--- src/rtl/mdu_issue_ctrl.sv ---
// Issue and hazard control for a multi-cycle multiply/divide unit sitting in the E stage.
// Optional stall-cycle performance counter is built only when MDU_STALL_CNT_EN is defined.
module mdu_issue_ctrl #(
  parameter int unsigned MUL_LAT = 5,
  parameter int unsigned DIV_LAT = 10
) (
  input  logic        clk,
  input  logic        reset,
  input  logic        req,
  input  logic        e_md_valid,
  input  logic [2:0]  e_md_op,
  input  logic        d_md_use,
  output logic        md_start,
  output logic [2:0]  md_op,
  output logic        md_we_hi,
  output logic        md_we_lo,
  output logic        busy,
  output logic        md_done,
  output logic        stall_d,
  output logic [31:0] stall_cycles
);

  typedef enum logic [1:0] {
    IDLE = 2'd0,
    MUL  = 2'd1,
    DIV  = 2'd2
  } state_t;

  // The counter is loaded with LAT-1 so that the done cycle lands exactly LAT cycles after start.
  localparam logic [3:0] MUL_CNT_INIT = 4'(MUL_LAT - 1);
  localparam logic [3:0] DIV_CNT_INIT = 4'(DIV_LAT - 1);

  state_t     state_q, state_d;
  logic [3:0] cnt_q, cnt_d;

  logic issue_ok_s;
  logic arith_op_s;
  logic md_start_s;
  logic we_hi_s;
  logic we_lo_s;
  logic busy_s;
  logic done_s;
  logic stall_s;
  logic [2:0] md_op_s;

  // Issue decode, strobes and hazard detection.
  always_comb begin
    issue_ok_s = e_md_valid & ~req;
    arith_op_s = ~e_md_op[2];
    md_start_s = issue_ok_s & arith_op_s & (state_q == IDLE);
    we_hi_s    = issue_ok_s & (e_md_op == 3'd4);
    we_lo_s    = issue_ok_s & (e_md_op == 3'd5);
    done_s     = (state_q != IDLE) & (cnt_q == 4'd0);
    busy_s     = md_start_s | (state_q != IDLE);
    stall_s    = d_md_use & busy_s;
    if (md_start_s | we_hi_s | we_lo_s) begin
      md_op_s = e_md_op;
    end else begin
      md_op_s = 3'd0;
    end
  end

  // Next-state and occupancy counter.
  always_comb begin
    state_d = state_q;
    cnt_d   = cnt_q;
    case (state_q)
      IDLE: begin
        if (md_start_s) begin
          if (e_md_op[1]) begin
            state_d = DIV;
            cnt_d   = DIV_CNT_INIT;
          end else begin
            state_d = MUL;
            cnt_d   = MUL_CNT_INIT;
          end
        end else begin
          state_d = IDLE;
          cnt_d   = 4'd0;
        end
      end
      MUL, DIV: begin
        if (cnt_q == 4'd0) begin
          state_d = IDLE;
          cnt_d   = 4'd0;
        end else begin
          state_d = state_q;
          cnt_d   = cnt_q - 4'd1;
        end
      end
      default: begin
        state_d = IDLE;
        cnt_d   = 4'd0;
      end
    endcase
  end

  // FSM state register; reset abandons any in-flight operation.
  always_ff @(posedge clk) begin
    if (reset) begin
      state_q <= IDLE;
      cnt_q   <= 4'd0;
    end else begin
      state_q <= state_d;
      cnt_q   <= cnt_d;
    end
  end

  assign md_start = md_start_s;
  assign md_op    = md_op_s;
  assign md_we_hi = we_hi_s;
  assign md_we_lo = we_lo_s;
  assign busy     = busy_s;
  assign md_done  = done_s;
  assign stall_d  = stall_s;

`ifdef MDU_STALL_CNT_EN
  logic [31:0] stall_cnt_q, stall_cnt_d;

  // Free-running stall counter; wraps naturally at 32 bits.
  always_comb begin
    if (stall_s) begin
      stall_cnt_d = stall_cnt_q + 32'd1;
    end else begin
      stall_cnt_d = stall_cnt_q;
    end
  end

  // Stall counter register.
  always_ff @(posedge clk) begin
    if (reset) begin
      stall_cnt_q <= 32'd0;
    end else begin
      stall_cnt_q <= stall_cnt_d;
    end
  end

  assign stall_cycles = stall_cnt_q;
`else
  assign stall_cycles = 32'd0;
`endif

endmodule

--- config.mk ---
export PLATFORM = sky130hd
export DESIGN_NAME = mdu_issue_ctrl
export DESIGN_NICKNAME = d
export VERILOG_FILES = /design/src/rtl/mdu_issue_ctrl.sv
export SDC_FILE = /design/constraint.sdc
export NUM_CORES = 1
export LEC_CHECK = 0
export ABC_CLOCK_PERIOD_IN_PS = 1420
export BUFFER_PORTS_ARGS = -buffer_cell sky130_fd_sc_hd__buf_2
export CORE_UTILIZATION = 35
export CTS_CLUSTER_SIZE = 8
export DETAILED_ROUTE_END_ITERATION = 7
export PLACE_DENSITY = 0.74
export REMOVE_ABC_BUFFERS = 1
export SYNTH_ARGS = -nofsm -noshare
export SYNTH_HDL_FRONTEND = slang
export SYNTH_SLANG_ARGS = --single-unit
--- constraint.sdc ---
create_clock -name clk -period 1.42 [get_ports clk]
set_input_delay 0.213 -clock clk [delete_from_list [all_inputs] [get_ports clk]]
set_output_delay 0.213 -clock clk [all_outputs]
set_load 0.03 [all_outputs]
# == After elaboration in Yosys (flattened, before gate mapping) ==
# Index checks and enable logic that the tools add are counted.
# word_totals
ram_bits,0
register_bits,6
n_memories,0
latchBits,0
elab_cells,33
out_inout_bits,41
rom_bits,0
input_bits,8
# classes
n_reduce_logical,4
n_div,0
order_cmp,0
mul,0
n_addsub,1
n_eq_ne,5
bitwise_logic,12
n_shift,0
muxes,9
# ops
operator,n
4-bit two-way mux,3
4-bit one-hot mux with 2 select lines,1
1-bit bitwise AND,7
"3-bit == test, second input constant",2
2-bit two-way mux,3
4-bit logical NOT,1
2-bit one-hot mux with 2 select lines,1
"4-bit by 1-bit subtractor with 4-bit output, second input constant",1
3-bit two-way mux,1
1-bit bitwise OR,3
"2-bit by 1-bit == test with 1-bit output, second input constant",1
"2-bit == test, second input constant",1
2-bit logical NOT,1
"2-bit inequality test, second input constant",1
1-bit inverter,2
2-bit nonzero test,1
2-bit OR reduction,1

# == Longest topological paths before layout ==
# Gate-level depths: netlist (run 1).
# logic_depth
ltp_word,7
ltp_mapped,6

# == Least setup slack after synthesis (run 1) ==
# Ideal clock, no wire load.
# synth_timing
kind,in2out
from,input port req
to,output port md_we_hi
path_stages,3
required_time_ns,1.207
t_arrival_ns,1.767
path_slack_ns,-0.560
cell_sequence,nand2b_1 nor3b_1 nor2b_1
# synth_via
elab_chain_len,3
# synth_rtl
element,line,rtl
start: declaration,9,"input logic req,"
1-bit inverter,48,issue_ok_s = e_md_valid & ~req;
1-bit bitwise AND,48,
1-bit bitwise AND,51,we_hi_s = issue_ok_s & (e_md_op == 3'd4);
end: declaration,15,"output logic md_we_hi,"
# Every way passes these cells.

# == Final worst setup path (run 1) ==
# layout_timing
from,register cnt_q[1]
to,output port md_done
# layout_via
elab_chain_len,2
# layout_rtl
element,line,rtl
start: declaration,34,"logic [3:0] cnt_q, cnt_d;"
start signal: assignment,105,cnt_q <= cnt_d;
4-bit logical NOT,53,done_s = (state_q != IDLE) & (cnt_q == 4'd0);
1-bit bitwise AND,53,
end: declaration,18,"output logic md_done,"
# Every way passes these cells.

==> summary.md, run 1 <==
| Metric | Value |
|---|---|
| Post-synth EDFFs | 0 |
| Crit path launch type | flip-flop |
| GR Overflow Total | 0 |
| Synth Area per Inst | 8.36 sq um |
| # diodes | 0 |
| Clock Pin Slew Worst Setup and Hold Paths | 50 ps |
| Row Count | 15 |
| Nature of the critical path endpoint | output pin |
| Synth warn | 0 |
| Slew Limit Fails | 0 |
| Initial Utilization | 37.8% |
| Crit path required time | 1210 ps |
| Crit-path max FO | 2 |
| Layout cells sized above 1 | 56.8% |
| TritonCTS clock tree | built |
| Hold Vio Cnt, Final | 0 |
| DRT Wirelength | ~1500 um |
| CTS Root Cell | clkbuf_4 |
| Min-Delay Path Class | in2reg |
| Drt pass-1 iters | 4 |
| Synth Area in Simple Gates | 18.6% |
| Xor/xnor share of the synthesized area | under 10% |
| Global-route wire length before repair | between 2000 and 2500 um |
| Die Footprint | ~0.0020 sq mm |
| Via Count | 563 |
| R2r startpoint | cnt_q[1] |
| Main combinational cell family by area after synthesis | buffers and inverters |
| Clk sinks | 6 |
| Adder-cell share of the synthesized area | between 7 and 8% |
| Share of the synthesized area in the top cell type | between 30% and 40% |
| Status | finished, violations left |
| Fin worst setup slack | -203 ps |
| Clock Path Buffers | 2 |
| Worst Clk Skew | about 3.5 ps |
| Peak VDD IR | 0.000424 V |
| Area growth syn-to-layout | 43.6% |
| # IOs | 49 |
| Hold-fix buffers, CTS | 0 |
| Failing checks | negative setup slack |
| Chip height | 45.2 um |
| Final nets | 125 |
| Vias in the first global route | 512 |
| Setup CP Type | reg2out |
| Detail Route Antenna Nets | 0 |
| Top-count cell post-synth | buf_4 |
| Clock buffer count from CTS | 3 |
| H-tree depth | 1 |
| Yosys reg bits | 6 |
| DRC violations left | 0 |
| Final non-filler cell total | 136 |
| Leakage power | ~0.46 nW |
| Multiplexer share of the synthesized area | 0% |
| Ys flop type | dfxtp_1 |
| Fin crit period | 1620 ps |
| Power Dens Cells | ~630 mW/mm^2 |
| Synth unique cells | 25 |
| Area contributors post-synth | buf_4 37%, dfxtp_1 18%, ha_1 7.7% |
| Total routing usage reported by global routing | roughly 14% |
| Final setup fails | 5 |
| Cell taking the most area after synthesis | buf_4 |
| DP Wirelength | 967 um |
| Commonest cells in the netlist | 32 x buf_4, 7 x inv_1, 6 x dfxtp_1 |
| Vias per std cell | between 4 and 5 |
| Pin count of the biggest net entering global routing | 6 |
| Initial detailed-routing violation count | 8 |
| Hold WS | 178 ps |
| Arrival time worst endpoint | 1410 ps |
| Worst Setup SP | cnt_q[1] |
| Initial antenna violation count | 0 |
| Synth async-reset ratio | 0% |
| Max_cap viols | 0 |
| Worst-Skew Late Latency | around 250 ps |
| Final Cycle Share | 114% |
| Cell area after synthesis | approximately 650 sq um |
| Chip width | ~45 um |
| Total instance count after detailed placement | between 100 and 150 |
| Post-synthesis compound-gate area fraction | 12.5% |
| RSZ-0062 raised after global routing | yes |
| Core region area | 0.00173 sq mm |
| Seq/Total Area, Yosys | around 18% |
| Gate count of the mapped netlist | ~80 |
| Placement Setup Slack | -109 ps |
| Hold_sp | reset |
| RePlAce Congestion | around 0.8 |
| I/O Buffers | 16 |
| Fmax | a little over 600 MHz |
| Routed length per instance | 11.0 um |
==> critical path: stages, from the launching register on <==
cell and delay [ps]:
dfxtp_2 320, inv_2 70, ha_4 130, or3b_4 400
nor2_4 100, buf_6 130
==> registers in the layout, summed over array words and instances (netlist names) <==
name and count:
cnt_q 4, state_q 2
==> final cells by class <==
type                       instances  area [sq um]
tap                               25          31.3
timing repair buffer              31           231
multi-input combinational         64           497
inverter                           7          28.8
fill                             162           791
clock buffer                       3          22.5
sequential                         6           125
==> final timing paths <==
path,to,slack [ps],depth (start not counted)
worst max-delay path,md_done,-200,5
worst min-delay path,state_q[1],180,2
worst max register to register,state_q[0],-170,6
worst min register to register,state_q[1],610,3
==> per-layer routing <==
metal  wire length, um  up-vias  GRT usage [%]
li1                  -      264              -
met1               528      264           13.8
met2               841       29           28.1
met3                76        6           1.20
met4                46        0           8.48
met5                 0        -              0
==> layout by cell type, fill, tap and decap left out, types with 2 or more instances in the layout <==
master / n
a21oi_2: 2
buf_4: 13
ha_4: 3
clkbuf_4: 3
buf_2: 11
conb_1: 32
nand3_2: 2
dfxtp_2: 4
dfxtp_1: 2
o211ai_1: 2
nor4_1: 2
nor2b_1: 2
buf_6: 7
inv_2: 5
==> logic make-up after synthesis <==
| kind of cell | after synthesis |
|---|---|
| buf+inv | 39 |
| simple gates | 16 |
| compound gates | 11 |
| flops | 6 |
| fa+ha+maj | 4 |
| xor+xnor | 1 |
| other cells | 1 |
==> metrics by stage <==
| stage | cell area [sq um] | setup TNS [ps] | power (mW) | util, % |
|---|---|---|---|---|
| floorplan | 528 | -1930 | 0.337 | - |
| global placement | 684 | -39.7 | 0.372 | 39.6 |
| detailed placement | 684 | -130 | 0.374 | 39.6 |
| CTS | 836 | -478 | 0.555 | 48.4 |
| global route | 936 | -671 | 0.603 | 54.2 |
| finish | 936 | -519 | 0.585 | 54.2 |
==> where the power goes <==
part | total [mW] | internal [mW] | switching [mW]
clock | 0.169 | 0.0963 | 0.0722
combinational | 0.243 | 0.0636 | 0.179
sequential | 0.174 | 0.172 | 0.00229
==> repair_timing <==
item,CTS,global route
gates resized for setup,24,22
pin swaps,6,8
buffers inserted,9,2
setup endpoints to repair,7,12
Power figures use the tool's default switching activity.
==> run 2: changes to the inputs <==
--- a/config.mk
+++ b/config.mk
@@ -5,12 +5,14 @@
 export SDC_FILE = /design/constraint.sdc
 export NUM_CORES = 1
 export LEC_CHECK = 0
-export ABC_CLOCK_PERIOD_IN_PS = 1420
+export ABC_CLOCK_PERIOD_IN_PS = 2080
 export BUFFER_PORTS_ARGS = -buffer_cell sky130_fd_sc_hd__buf_2
-export CORE_UTILIZATION = 35
+export CORE_UTILIZATION = 44
+export CTS_BUF_LIST = sky130_fd_sc_hd__clkbuf_4
 export CTS_CLUSTER_SIZE = 8
 export DETAILED_ROUTE_END_ITERATION = 7
-export PLACE_DENSITY = 0.74
+export PLACE_DENSITY = 0.87
+export RECOVER_POWER = 50
 export REMOVE_ABC_BUFFERS = 1
 export SYNTH_ARGS = -nofsm -noshare
 export SYNTH_HDL_FRONTEND = slang
==> constraint.sdc (replaced) <==
create_clock -name clk -period 2.08 [get_ports clk]
set_input_delay 0.312 -clock clk [delete_from_list [all_inputs] [get_ports clk]]
set_output_delay 0.312 -clock clk [all_outputs]
set_load 0.03 [all_outputs]
==> run 2 against run 1 <==
The run now ends clean. Largest power group unchanged. Critical endpoint unchanged. Combinational power is 48% lower. Global-route usage is 0.72 points lower. Sequential share of layout area is 5.3 points higher. Via count is 13% lower. Final cell count is 18% lower. Non-clock buffer count is 15 lower. Flip-flop and latch count stayed put. Routed wire length is 35% lower.
==> summary.md, run 2 (synthesis gave the netlist of run 1 again) <==
| Metric | Value |
|---|---|
| Status | complete, no violations |
| Switching power | 0.149 mW (-41%) |
| Sw Share | 42.4% (-0.87 points) |
| Clock buffer count from CTS | 3 (unchanged) |
| Worst Hold End | state_q[1] |
| Initial detailed-routing violation count | 7 (-1) |
| Resize count post-CTS | 0 (-100%) |
| Fmax | between 500 and 600 MHz |
| Flop pwr share | 33.9% (+4.1 points) |
| Die Footprint | 0.00164 sq mm (-20%) |
| Worst Hold Depth | 2 (unchanged) |
| I/O Buffers | 16 (unchanged) |
| Chip height | 40.5 um (-10%) |
| Detail Route Antenna Nets | 0 (unchanged) |
| TritonCTS clock tree | built |
| # diodes | 0 (unchanged) |
| Most flop-heavy register | cnt_q |
| DRC violations left | 0 (unchanged) |
| Crit path launch type | flip-flop |
| Hold-fix buffers, CTS | 0 (unchanged) |
| Clock share of power | 29.9% (+1.1 points) |
| Core region area | 0.00133 sq mm (-23%) |
| Power Dens Cells | 545 mW/mm^2 (-13%) |
| Row Count | 13 (-2) |
| Crit-path cells | inv_1, ha_1, or3b_1, nor2_1, buf_2 |
| Chip width | 40.5 um (-10%) |
| Global-route wire length before repair | 1410 um (-32%) |
| Max reg flops | 4 (unchanged) |
| Hold_sp | reset |
| Dpl cell area | 627 sq um (-8.4%) |
| Setup bufs post-CTS | 0 (-9) |
| Crit path required time | 1770 ps (+560 ps) |
| Vias in the first global route | 363 (-29%) |
| Total routing usage reported by global routing | 13.4% (-0.72 points) |
| RSZ-0062 raised after global routing | no |
| Setup CP Type | reg2out |
| Vias per std cell | 4.43 (+7.1%) |
| Top Registers | cnt_q (4), state_q (2) |
| R2R Path End | state_q[0] |
| Worst-Skew Late Latency | 240 ps (about the same) |
| Int Power | 0.202 mW (-39%) |
| Layout cells sized above 1 | 20.8% (-36 points) |
| DP Wirelength | 842 um (-13%) |
| Most common cell after layout, fill and taps aside | conb_1 |
| Hold WS | 275 ps (+97.2 ps) |
| Final non-filler cell total | 111 (-18%) |
| H-tree depth | 1 (unchanged) |
| Max_cap viols | 0 (unchanged) |
| Nature of the critical path endpoint | output pin |
| R2r startpoint | cnt_q[0] |
| Path depth of the worst reg2reg path | 5 (-1) |
| Via Count | 492 (-13%) |
| Worst path slowest cell | or3b_1 |
| Slew Limit Fails | 0 (unchanged) |
| Peak VDD IR | 0.000282 V (-34%) |
| Initial Utilization | 48.9% (+11 points) |
| Final nets | 110 (-12%) |
| Combinational share of power | 36.2% (-5.2 points) |
| GR Overflow Total | 0 (unchanged) |
| Final setup fails | 0 (-5) |
| Min-Delay Path Class | in2reg |
| Pin count of the biggest net entering global routing | 6 (unchanged) |
| Hold Vio Cnt, Final | 0 (unchanged) |
| DRT Wirelength | 966 um (-35%) |
| Clock Pin Slew Worst Setup and Hold Paths | 50 ps (about the same) |
| Final Cycle Share | around 89% |
| Worst Clk Skew | 1.56 ps (-1.95 ps) |
| Flop-to-flop setup slack | 430 ps (+600 ps) |
| Most frequent cells in the layout | 32 x conb_1, 14 x buf_2, 7 x inv_1, 6 x dfxtp_1, 4 x ha_1 |
| CTS Root Cell | clkbuf_4 |
| Crit-path max cell delay | 430 ps (+30 ps) |
| Initial antenna violation count | 0 (unchanged) |
| Routed length per instance | 8.70 um (-21%) |
| Leakage power | 0.342 nW (-25%) |
| Area growth syn-to-layout | -1.15% |
| Crit-path max FO | 5 (+3) |
| # IOs | 49 (unchanged) |
| Clock Path Buffers | 2 (unchanged) |
| RePlAce Congestion | 0.759 (-4.1%) |
| Design area | 644 sq um (-31%) |
| Fin crit period | between 1500 and 2000 ps |
| Total instance count after detailed placement | 108 (-13%) |
| Arrival time worst endpoint | 1550 ps (+140 ps) |
| Drt pass-1 iters | 4 (unchanged) |
| Clk sinks | 6 (unchanged) |
-- run 2: cell types whose count changed in the layout (fill, tap and decap cells not counted), moves of 3 or more --
cell	change
ha_1	+3
buf_2	+3
buf_4	-13
inv_2	-5
dfxtp_1	+4
buf_6	-7
ha_4	-3
dfxtp_2	-4
inv_1	+6
-- run 2: worst max-delay path by stage --
| stage | startpoint | depth (start not counted) | end | slack (ps) |
|---|---|---|---|---|
| after global routing | cnt_q[0] | 5 | md_done | 70 |
| after global placement | req | 5 | md_we_hi | 540 |
| after floorplan | req | 3 | md_we_hi | -100 |
| after detailed placement | cnt_q[0] | 5 | state_q[0] | 470 |
| after CTS | cnt_q[0] | 5 | md_done | 250 |
| final | cnt_q[0] | 5 | md_done | 220 |
-- run 2: worst max-delay path, delay by kind of cell (launching register included) --
kind,cells,cell delay [ps]
and+or+nand+nor,2,540
buffers and inverters,2,300
adders and majority gates,1,160
DFF,1,320
-- run 2: area by class of cell --
cell class / count / area (sq um)
clock buffer: 3 / 22.5
inverter: 7 / 26.3
multi-input combinational: 64 / 379
tap: 15 / 18.8
timing repair buffer: 16 / 77.6
sequential: 6 / 120
fill: 136 / 689
-- run 2: power by group through the flow --
| stage | clock, mW | combinational, mW | sequential (mW) |
|---|---|---|---|
| final | 0.105 | 0.127 | 0.119 |
| after global routing | 0.117 | 0.138 | 0.119 |
| after CTS | 0.111 | 0.128 | 0.119 |
| after detailed placement | 0 | 0.128 | 0.121 |
| after global placement | 0 | 0.126 | 0.121 |
| after floorplan | 0 | 0.109 | 0.121 |
-- run 2: layer usage --
| metal | routed length, um | vias to the layer above | track usage, % |
|---|---|---|---|
| li1 | - | 233 | - |
| met1 | 402 | 225 | 13.5 |
| met2 | 475 | 34 | 24.6 |
| met3 | 88 | 0 | 6.67 |
| met4 | 0 | 0 | 2.50 |
| met5 | 0 | - | 0 |
-- run 2: per-stage QoR --
step | util [%] | setup slack [ps] | total power, mW | TNS [ps]
final | 48.3 | 220 | 0.351 | 0
after global placement | 47.0 | 545 | 0.247 | 0
after CTS | 48.7 | 245 | 0.358 | 0
after floorplan | - | -98.3 | 0.230 | -98.3
after detailed placement | 47.0 | 471 | 0.249 | 0
after global routing | 48.3 | 67.3 | 0.374 | 0
==> run 3: changes to the inputs <==
--- a/config.mk
+++ b/config.mk
@@ -7,6 +7,7 @@
 export LEC_CHECK = 0
 export ABC_CLOCK_PERIOD_IN_PS = 2080
 export BUFFER_PORTS_ARGS = -buffer_cell sky130_fd_sc_hd__buf_2
+export CORE_MARGIN = 2
 export CORE_UTILIZATION = 44
 export CTS_BUF_LIST = sky130_fd_sc_hd__clkbuf_4
 export CTS_CLUSTER_SIZE = 8
==> run 3 against run 2 <==
Hold slack better by 4.5 ps. Clock-buffer cell count unchanged. Largest cell class unchanged. Critical path type unchanged. Total power down 0.70%.
==> summary.md, run 3 (synthesis gave the netlist of run 1 again) <==
| Metric | Value |
|---|---|
| Most common cell after layout, fill and taps aside | conb_1 |
| # IOs | 49 (unchanged) |
| Hold Vio Cnt, Final | 0 (unchanged) |
| Total routing usage reported by global routing | 11.1% (-2.3 points) |
| Final setup fails | 0 (unchanged) |
| Hold-fix buffers, CTS | 0 (unchanged) |
| Crit path launch type | flip-flop |
| Layout cells sized above 1 | 20.8% (unchanged) |
| Leakage power | 0.341 nW (-0.14%) |
| DP Wirelength | 877 um (+4.1%) |
| Clock Pin Slew Worst Setup and Hold Paths | 40 ps (about the same) |
| Clock buffer count from CTS | 3 (unchanged) |
| Peak VDD IR | 0.000304 V (+7.8%) |
| # diodes | 0 (unchanged) |
| Resize count post-CTS | 0 (unchanged) |
| Crit path required time | 1770 ps (about the same) |
| Clk sinks | 6 (unchanged) |
| Crit-path max cell delay | 430 ps (about the same) |
| Tightest Pin Transition | 525 ps |
| Nature of the critical path endpoint | output pin |
| Final non-filler cell total | 111 (unchanged) |
| Rel. slew slack | around 65% |
| Drt pass-1 iters | 2 (-2) |
| Final nets | 110 (unchanged) |
| Delay-heaviest family, CP | simple AND/OR/NAND/NOR gates |
| Worst path slowest cell | or3b_1 |
| R2r startpoint | cnt_q[0] |
| RePlAce Congestion | 0.852 (+12%) |
| I/O Buffers | 16 (unchanged) |
| Clock Path Buffers | 2 (unchanged) |
| Power Dens Cells | 541 mW/mm^2 (-0.70%) |
| Initial Utilization | 48.3% (-0.59 points) |
| DRC violations left | 0 (unchanged) |
| Worst-Skew Late Latency | 240 ps (about the same) |
| Hold WS | 280 ps (+4.46 ps) |
| Chip height | 42.5 um (+4.9%) |
| Die Footprint | 0.00181 sq mm (+10%) |
| Hold_sp | reset |
| Global-route wire length before repair | 1530 um (+8.8%) |
| CTS Root Cell | clkbuf_4 |
| Routed length per instance | 8.99 um (+3.3%) |
| Setup bufs post-CTS | 0 (unchanged) |
| TritonCTS clock tree | built |
| Total instance count after detailed placement | 108 (unchanged) |
| Via Count | 469 (-4.7%) |
| Initial antenna violation count | 0 (unchanged) |
| H-tree depth | 1 (unchanged) |
| Max reg flops | 4 (unchanged) |
| Chip width | 42.5 um (+4.9%) |
| Fin crit period | 1860 ps (-0.804 ps) |
| Most flop-heavy register | cnt_q |
| RSZ-0062 raised after global routing | no |
| Vias in the first global route | 390 (+7.4%) |
| DRT Wirelength | 998 um (+3.3%) |
| Worst path bufs/invs | 2 (unchanged) |
| Fmax | 538 MHz (about the same) |
| Area growth syn-to-layout | -1.15% (unchanged) |
| Arrival time worst endpoint | 1550 ps (about the same) |
| Worst Setup SP | cnt_q[0] |
| Setup CP Type | reg2out |
| Slew Limit Fails | 0 (unchanged) |
| Final Cycle Share | 89.4% (about the same) |
| GR Overflow Total | 0 (unchanged) |
| Initial detailed-routing violation count | 6 (-1) |
| Detail Route Antenna Nets | 0 (unchanged) |
| Filler cell count in the final layout | 138 (+1.5%) |
| Status | complete, no violations |
| Crit-path max FO | 5 (unchanged) |
| Worst Clk Skew | 0.0692 ps (-1.49 ps) |
| Core region area | 0.00135 sq mm (+1.2%) |
| Max_cap viols | 0 (unchanged) |
| Crit-path cells | inv_1, ha_1, or3b_1, nor2_1, buf_2 |
| Min-Delay Path Class | in2reg |
| Top Registers | cnt_q (4), state_q (2) |
| Row Count | 13 (unchanged) |
| Vias per std cell | 4.23 (-4.7%) |
| Pin count of the biggest net entering global routing | 6 (unchanged) |
| Most frequent cells in the layout | 32 x conb_1, 14 x buf_2, 7 x inv_1, 6 x dfxtp_1, 4 x ha_1 |
## run 3: layout make-up
type                            count  area, sq um  area share, %
Tap cell                           15         18.8           2.91
Clock buffer                        3         22.5           3.50
Multi-Input combinational cell     64          379           58.8
Sequential cell                     6          120           18.6
Inverter                            7         26.3           4.08
Timing Repair Buffer               16         77.6           12.0
## run 3: where the power goes
group          internal (mW)  leakage [nW]  switching (mW)
registers              0.117        0.0485         0.00174
logic                 0.0201         0.279           0.108
clock network         0.0649        0.0138          0.0368
total                  0.202         0.341           0.146
## run 3: path summary, 6_finish.rpt
check / to / slack (ps) / cells after the start
worst min register to register: state_q[0] / 510 / 2
worst max register to register: state_q[0] / 460 / 5
worst max-delay path: md_done / 220 / 5
worst min-delay path: state_q[1] / 280 / 2
## run 3: stage by stage
step	instance area, sq um	TNS [ps]	worst slack (ps)	power, mW	utilization (%)
floorplan	528	-98.3	-98.3	0.230	-
global placement	627	0	551	0.247	46.4
detailed placement	627	0	499	0.249	46.4
CTS	649	0	242	0.356	48.1
global route	644	0	84.8	0.371	47.7
finish	644	0	221	0.349	47.7
## run 3: per-layer routing
layer	GRT usage [%]	up-vias	share of wire, %
li1	-	235	-
met1	12.4	210	41
met2	18.8	24	52
met3	3.88	0	7.5
met4	5.00	0	0
met5	0	-	0
